### config.mk
export PLATFORM = sky130hd
export DESIGN_NAME = reg_hazard_ctrl
export DESIGN_NICKNAME = d
export VERILOG_FILES = /design/src/rtl/reg_hazard_ctrl.sv
export SDC_FILE = /design/constraint.sdc
export NUM_CORES = 1
export LEC_CHECK = 0
export CORE_AREA = 2 2 73 54
export DETAILED_ROUTE_END_ITERATION = 6
export DIE_AREA = 0 0 75 56
export PLACE_DENSITY = 0.82
export RECOVER_POWER = 25
export SYNTH_ARGS = -nofsm -noshare
export SYNTH_HDL_FRONTEND = slang
export SYNTH_SLANG_ARGS = --single-unit
### constraint.sdc
create_clock -name i_clk -period 1.8 [get_ports i_clk]
set_input_delay 0.18 -clock i_clk [delete_from_list [all_inputs] [get_ports i_clk]]
set_output_delay 0.18 -clock i_clk [all_outputs]
set_load 0.01 [all_outputs]
### src/rtl/reg_hazard_ctrl.sv
// -----------------------------------------------------------------------------
// reg_hazard_ctrl
//
// Read-port controller and write sequencer for the 16 x 16-bit register file.
// It tracks the destination registers of instructions in the EX, MEM and WB
// stages. From these it derives three things:
//   - the two read-port forward selects,
//   - a decode stall on unresolved read-after-write hazards,
//   - the register-file write strobes, taken from the WB stage.
//
// Ports:
//   i_clk                 system clock, rising edge
//   i_rst_n               asynchronous active-low reset
//   i_dec_valid           decode holds a valid instruction
//   i_use_1 / i_use_2     instruction reads i_rn_1 / i_rn_2
//   i_rn_1 / i_rn_2       source register numbers
//   i_dec_wr, i_dec_wrn   instruction writes register i_dec_wrn
//   i_dec_wr0             instruction side-writes R0 (mul high / div remainder)
//   i_flush               kill in-flight EX/MEM entries (branch taken)
//   o_reg_forward_1/2     read-port forward selects
//   o_stall               hold fetch/decode this cycle
//   o_wr, o_wrn, o_wr0    register-file write strobes from WB
//   o_stall_cnt           saturating count of stall cycles
// -----------------------------------------------------------------------------
module reg_hazard_ctrl #(
  parameter int unsigned REG_NUM_WIDTH     = 4,
  parameter int unsigned REG_FORWARD_WIDTH = 2,
  parameter int unsigned STALL_CNT_WIDTH   = 8
) (
  input  logic                         i_clk,
  input  logic                         i_rst_n,
  input  logic                         i_dec_valid,
  input  logic                         i_use_1,
  input  logic                         i_use_2,
  input  logic [REG_NUM_WIDTH-1:0]     i_rn_1,
  input  logic [REG_NUM_WIDTH-1:0]     i_rn_2,
  input  logic                         i_dec_wr,
  input  logic [REG_NUM_WIDTH-1:0]     i_dec_wrn,
  input  logic                         i_dec_wr0,
  input  logic                         i_flush,
  output logic [REG_FORWARD_WIDTH-1:0] o_reg_forward_1,
  output logic [REG_FORWARD_WIDTH-1:0] o_reg_forward_2,
  output logic                         o_stall,
  output logic                         o_wr,
  output logic [REG_NUM_WIDTH-1:0]     o_wrn,
  output logic                         o_wr0,
  output logic [STALL_CNT_WIDTH-1:0]   o_stall_cnt
);

  localparam logic [REG_FORWARD_WIDTH-1:0] REG_FORWARD_REG_FILE = REG_FORWARD_WIDTH'(0);
  localparam logic [REG_FORWARD_WIDTH-1:0] REG_FORWARD_WB       = REG_FORWARD_WIDTH'(1);
  localparam logic [REG_FORWARD_WIDTH-1:0] REG_FORWARD_R0       = REG_FORWARD_WIDTH'(2);

  typedef struct packed {
    logic                     v;
    logic                     wr;
    logic [REG_NUM_WIDTH-1:0] wrn;
    logic                     wr0;
  } stage_t;

  localparam stage_t Bubble = '0;

  stage_t r_ex, r_mem, r_wb;
  stage_t w_ex_d, w_mem_d, w_wb_d;
  stage_t w_dec;

  logic [STALL_CNT_WIDTH-1:0] r_stall_cnt;
  logic                       w_hazard_1, w_hazard_2;

  // True when stage s will write the register that rn reads (R0 also via side-write).
  function automatic logic stage_hit(input stage_t s, input logic [REG_NUM_WIDTH-1:0] rn);
    return s.v & ((s.wr & (s.wrn == rn)) | ((rn == '0) & s.wr0));
  endfunction

  // R0 side-write has priority over an R0 write through wrn.
  function automatic logic [REG_FORWARD_WIDTH-1:0] fwd_sel(input logic                     use_p,
                                                           input logic [REG_NUM_WIDTH-1:0] rn,
                                                           input stage_t                   wb);
    logic [REG_FORWARD_WIDTH-1:0] sel;
    sel = REG_FORWARD_REG_FILE;
    if (use_p) begin
      if ((rn == '0) && wb.v && wb.wr0) begin
        sel = REG_FORWARD_R0;
      end else if (wb.v && wb.wr && (wb.wrn == rn)) begin
        sel = REG_FORWARD_WB;
      end
    end
    return sel;
  endfunction

  // Hazard detection and forward selects (Mealy on decode inputs).
  always_comb begin
    w_hazard_1 = i_dec_valid & i_use_1 & (stage_hit(r_ex, i_rn_1) | stage_hit(r_mem, i_rn_1));
    w_hazard_2 = i_dec_valid & i_use_2 & (stage_hit(r_ex, i_rn_2) | stage_hit(r_mem, i_rn_2));
    // Flush discards the decode slot anyway, so stalling would only waste a cycle.
    o_stall         = (w_hazard_1 | w_hazard_2) & ~i_flush;
    o_reg_forward_1 = fwd_sel(i_use_1, i_rn_1, r_wb);
    o_reg_forward_2 = fwd_sel(i_use_2, i_rn_2, r_wb);
  end

  // Next-state for the stage entries.
  always_comb begin
    w_dec.v   = 1'b1;
    w_dec.wr  = i_dec_wr;
    w_dec.wrn = i_dec_wrn;
    w_dec.wr0 = i_dec_wr0;

    // WB always takes MEM's current value, so an older write retires through a flush.
    w_wb_d = r_mem;
    if (i_flush) begin
      w_ex_d  = Bubble;
      w_mem_d = Bubble;
    end else begin
      w_mem_d = r_ex;
      w_ex_d  = (i_dec_valid && !o_stall) ? w_dec : Bubble;
    end
  end

  always_ff @(posedge i_clk or negedge i_rst_n) begin
    if (!i_rst_n) begin
      r_ex  <= Bubble;
      r_mem <= Bubble;
      r_wb  <= Bubble;
    end else begin
      r_ex  <= w_ex_d;
      r_mem <= w_mem_d;
      r_wb  <= w_wb_d;
    end
  end

  // Saturating stall counter.
  always_ff @(posedge i_clk or negedge i_rst_n) begin
    if (!i_rst_n) begin
      r_stall_cnt <= '0;
    end else if (o_stall && !(&r_stall_cnt)) begin
      r_stall_cnt <= r_stall_cnt + STALL_CNT_WIDTH'(1);
    end
  end

  // Write strobes come purely from the registered WB entry.
  always_comb begin
    o_wr        = r_wb.v & r_wb.wr;
    o_wrn       = r_wb.wrn;
    o_wr0       = r_wb.v & r_wb.wr0;
    o_stall_cnt = r_stall_cnt;
  end

endmodule

==> results.cfg <==
[logic_synthesis]
syn-num-nets = 145
synth_mux_area_share_pct = 1.82
ys_seq_elements = 29
synth_compound_area_share_pct = 2.26
yosysWarningCount = 0
synth_top_family_by_area = simple AND/OR/NAND/NOR gates
synthSimpleGateAreaFrac_pct = 24.4
synth_fa_ha_area_share_pct = 0.868
syn_avg_cell_area_sq_um = 11.6
syn_inst = 124
ys_seq_area_share_pct = 50.3
synth_xor_area_share_pct = 18.2
synth_cell_type_count = 24
synth_area_sq_mm = 0.00144

[setup_path]
cp-end-kind = flop
critPathArrivalTime_ns = 2.39
critPathMaxFanout = 4
reg2regPathDepth = 9
reg2reg_from = r_mem[3]$_DFF_PN0_
max_stage_delay_ns = 0.44
reg2reg_to = o_stall_cnt[1]$_DFFE_PN0P_
worst-setup-path-type = reg -> reg
critPathLaunchType = flop
cpMaxStageDelayCell = dfrtp_1
cp_cell_sequence = xnor2_1 > nand4_1 > nor4_2 > or4_4 > nor2_8 > buf_6 > buf_12 > nor3_4 > mux2_4
reg2reg_slack_ns = -0.42
crit_required_ns = 1.97

[hold_path]
hold_depth = 0
min_to = r_wb[0]$_DFF_PN0_
hold_start = r_mem[0]$_DFF_PN0_
min_path_type = reg -> reg

[route]
m1WireLength_microns = 1680
detail_route.wl_per_cell_microns = 17.1
vias_per_cell = 5.12
top_layer = met4
drtIter0Drc = 34
vias = 1223
routed_wl_microns = 4090
wl_met2_microns = 1930
met3_length_microns = 299
final_antenna_net_count = 0
drc = 0
drtPass1Iterations = 4

[floorplan]
rows = 18
die_area_sq_mm = 0.00420
die_x_microns = 75
start_util_pct = 41.8
die_h_microns = 56
io_pins = 39
core_sq_mm = 0.00345

[run]
cap_viol_max_count = 0

[placed_design]
pre_cts_slack_ns = -0.711
numPortBuffers = 38
place_area_sq_mm = 0.00202
place_congestion = 0.894
place_hpwl_microns = 2640
dp.cells = 228

[sta]
drv_slew = 0
max_freq_mhz = 451
rsz0062_at_grt = true
fin_skew_ns = 0.00505
hold_viol = 0
fin_crit_sh_pct = 123
period_minus_slack_ns = 2.22
slew_headroom_pct = 53.9
setup_tns_ns = -4.83
tightest_slew_ns = 0.688
layout_setup_ws_ns = -0.418
setup_viol = 17

[grt]
grt_use_total_pct = 19.0
grt_pass1_wl_microns = 5840
grt.overflow.total = 0
antenna_found_initial = 0
grt_max_degree = 30
grt_pass1_vias = 1287

[run_status]
violations = negative setup slack
status = finished, violations left

[layout]
fin_nets = 210
insertedDiodeCount = 0
final_area_sq_mm = 0.00223
layoutNonFillerInstCount = 239
drive_above_1_share_pct = 27.5
syn_to_final_growth_pct = 55.0
fill_cells = 268

[power]
ir_drop_mv = 0.451
p_per_area_mw_per_mm2 = 674
leakage_uw = 0.00106
power.total_uw = 1510

[clocking]
numCtsBuffers = 5
cts_root_buffer = clkbuf_8
numClockSinks = 29
htreeDepth = 2
holdBufCountCts = 0
clk_pin_slew_ns = 0.06
cts_tree = yes
insertion_delay_ns = 0.28
cts_max_path_buffers = 2
-- critical path, delay by kind of cell, from the launching register on --
kind	cells	cell delay [ns]
muxes	1	0.31
and+or+nand+nor	5	0.86
xor gates and xnor gates	1	0.26
DFF	1	0.44
buffers and inverters	2	0.24
-- flip-flops by register name, summed over array words and instances (netlist names) --
signal       flops
r_wb             3
r_mem            7
o_stall_cnt      8
o_wrn            4
r_ex             7
-- layout make-up --
cell class	count	area, sq um	area share [%]
multi-input cells	91	772	34.5
flip-flops and latches	29	726	32.5
repair buffers	62	571	25.5
clock buffers	5	68.8	3.08
well taps	50	62.6	2.80
clock inverters	2	35.0	1.57
-- cells in the mapped netlist --
cell | n | share of area, %
dfrtp_1 | 29 | 50
xor2_1 | 24 | 15
nor4_1 | 9 | 3.9
and2_1 | 8 | 3.5
nor2b_1 | 8 | 3.5
xnor2_1 | 6 | 3.6
nand4_1 | 5 | 2.2
buf_4 | 4 | 2.1
nand3_1 | 4 | 1.4
nor3_1 | 4 | 1.4
nand2_1 | 3 | 0.78
a2111oi_0 | 2 | 1.2
a22oi_1 | 2 | 1.0
and3_1 | 2 | 0.87
and4_1 | 2 | 1.2
nand2b_1 | 2 | 0.87
nor2_1 | 2 | 0.52
nor3_2 | 2 | 1.4
ha_1 | 1 | 0.87
mux2_1 | 1 | 0.78
mux2_4 | 1 | 1.0
nor2_4 | 1 | 0.78
nor2_8 | 1 | 1.4
or4_4 | 1 | 0.78
-- power by group --
part	switching, uW	internal, uW
combinational	84.3	92.3
clock	240	401
sequential	18.8	670
total	343	1160
-- layout by cell type (no fill, tap or decap), types with 4 or more instances in the layout --
cell and instances:
dfrtp_1 29, clkdlybuf4s50_1 25, xor2_1 23, buf_4 19
and2_1 8, nor2b_1 8, dlygate4sd2_1 7, xnor2_1 6
nor4_2 5, nand4_1 5, clkbuf_8 5, nand3_1 4
-- cells by family after synthesis --
kind of cell | after synthesis
AO/OA/AOI/OAI | 4
XOR/XNOR | 30
adder cells (fa/ha/maj) | 1
buffers and inverters | 4
flip-flops | 29
multiplexers | 2
AND/OR/NAND/NOR | 54
-- per-stage QoR --
stage	hold slack, ns	utilization, %
after CTS	0.292	64.2
after global placement	0.388	58.7
after floorplan	-0.116	-
final	0.412	64.9
after detailed placement	0.386	58.7
after global routing	0.403	64.9
-- worst max path at each step --
stage | start | to | slack, ns
2_1_floorplan | r_mem[3]$_DFF_PN0_ | o_stall_cnt[1]$_DFFE_PN0P_ | -0.04
5_1_grt | r_mem[3]$_DFF_PN0_ | o_stall_cnt[1]$_DFFE_PN0P_ | -0.47
6_report | r_mem[3]$_DFF_PN0_ | o_stall_cnt[1]$_DFFE_PN0P_ | -0.42
3_5_place_dp | i_rn_2[2] | o_stall_cnt[1]$_DFFE_PN0P_ | -0.71
3_3_place_gp | i_rn_2[2] | o_stall | -0.66
4_1_cts | r_ex[2]$_DFF_PN0_ | o_stall_cnt[1]$_DFFE_PN0P_ | -0.34
-- timing repair --
| item | CTS | global route |
|---|---|---|
| pin swaps | 9 | 6 |
| gates resized for setup | 32 | 7 |
| endpoints found under the setup margin | 20 | 20 |
| setup buffers | 4 | 0 |
-- routing by layer --
metal	vias up	GRT usage, %
li1	557	-
met1	588	22.3
met2	63	29.3
met3	15	5.98
met4	0	12.8
met5	-	0
(Power assumes the default switching activity.)
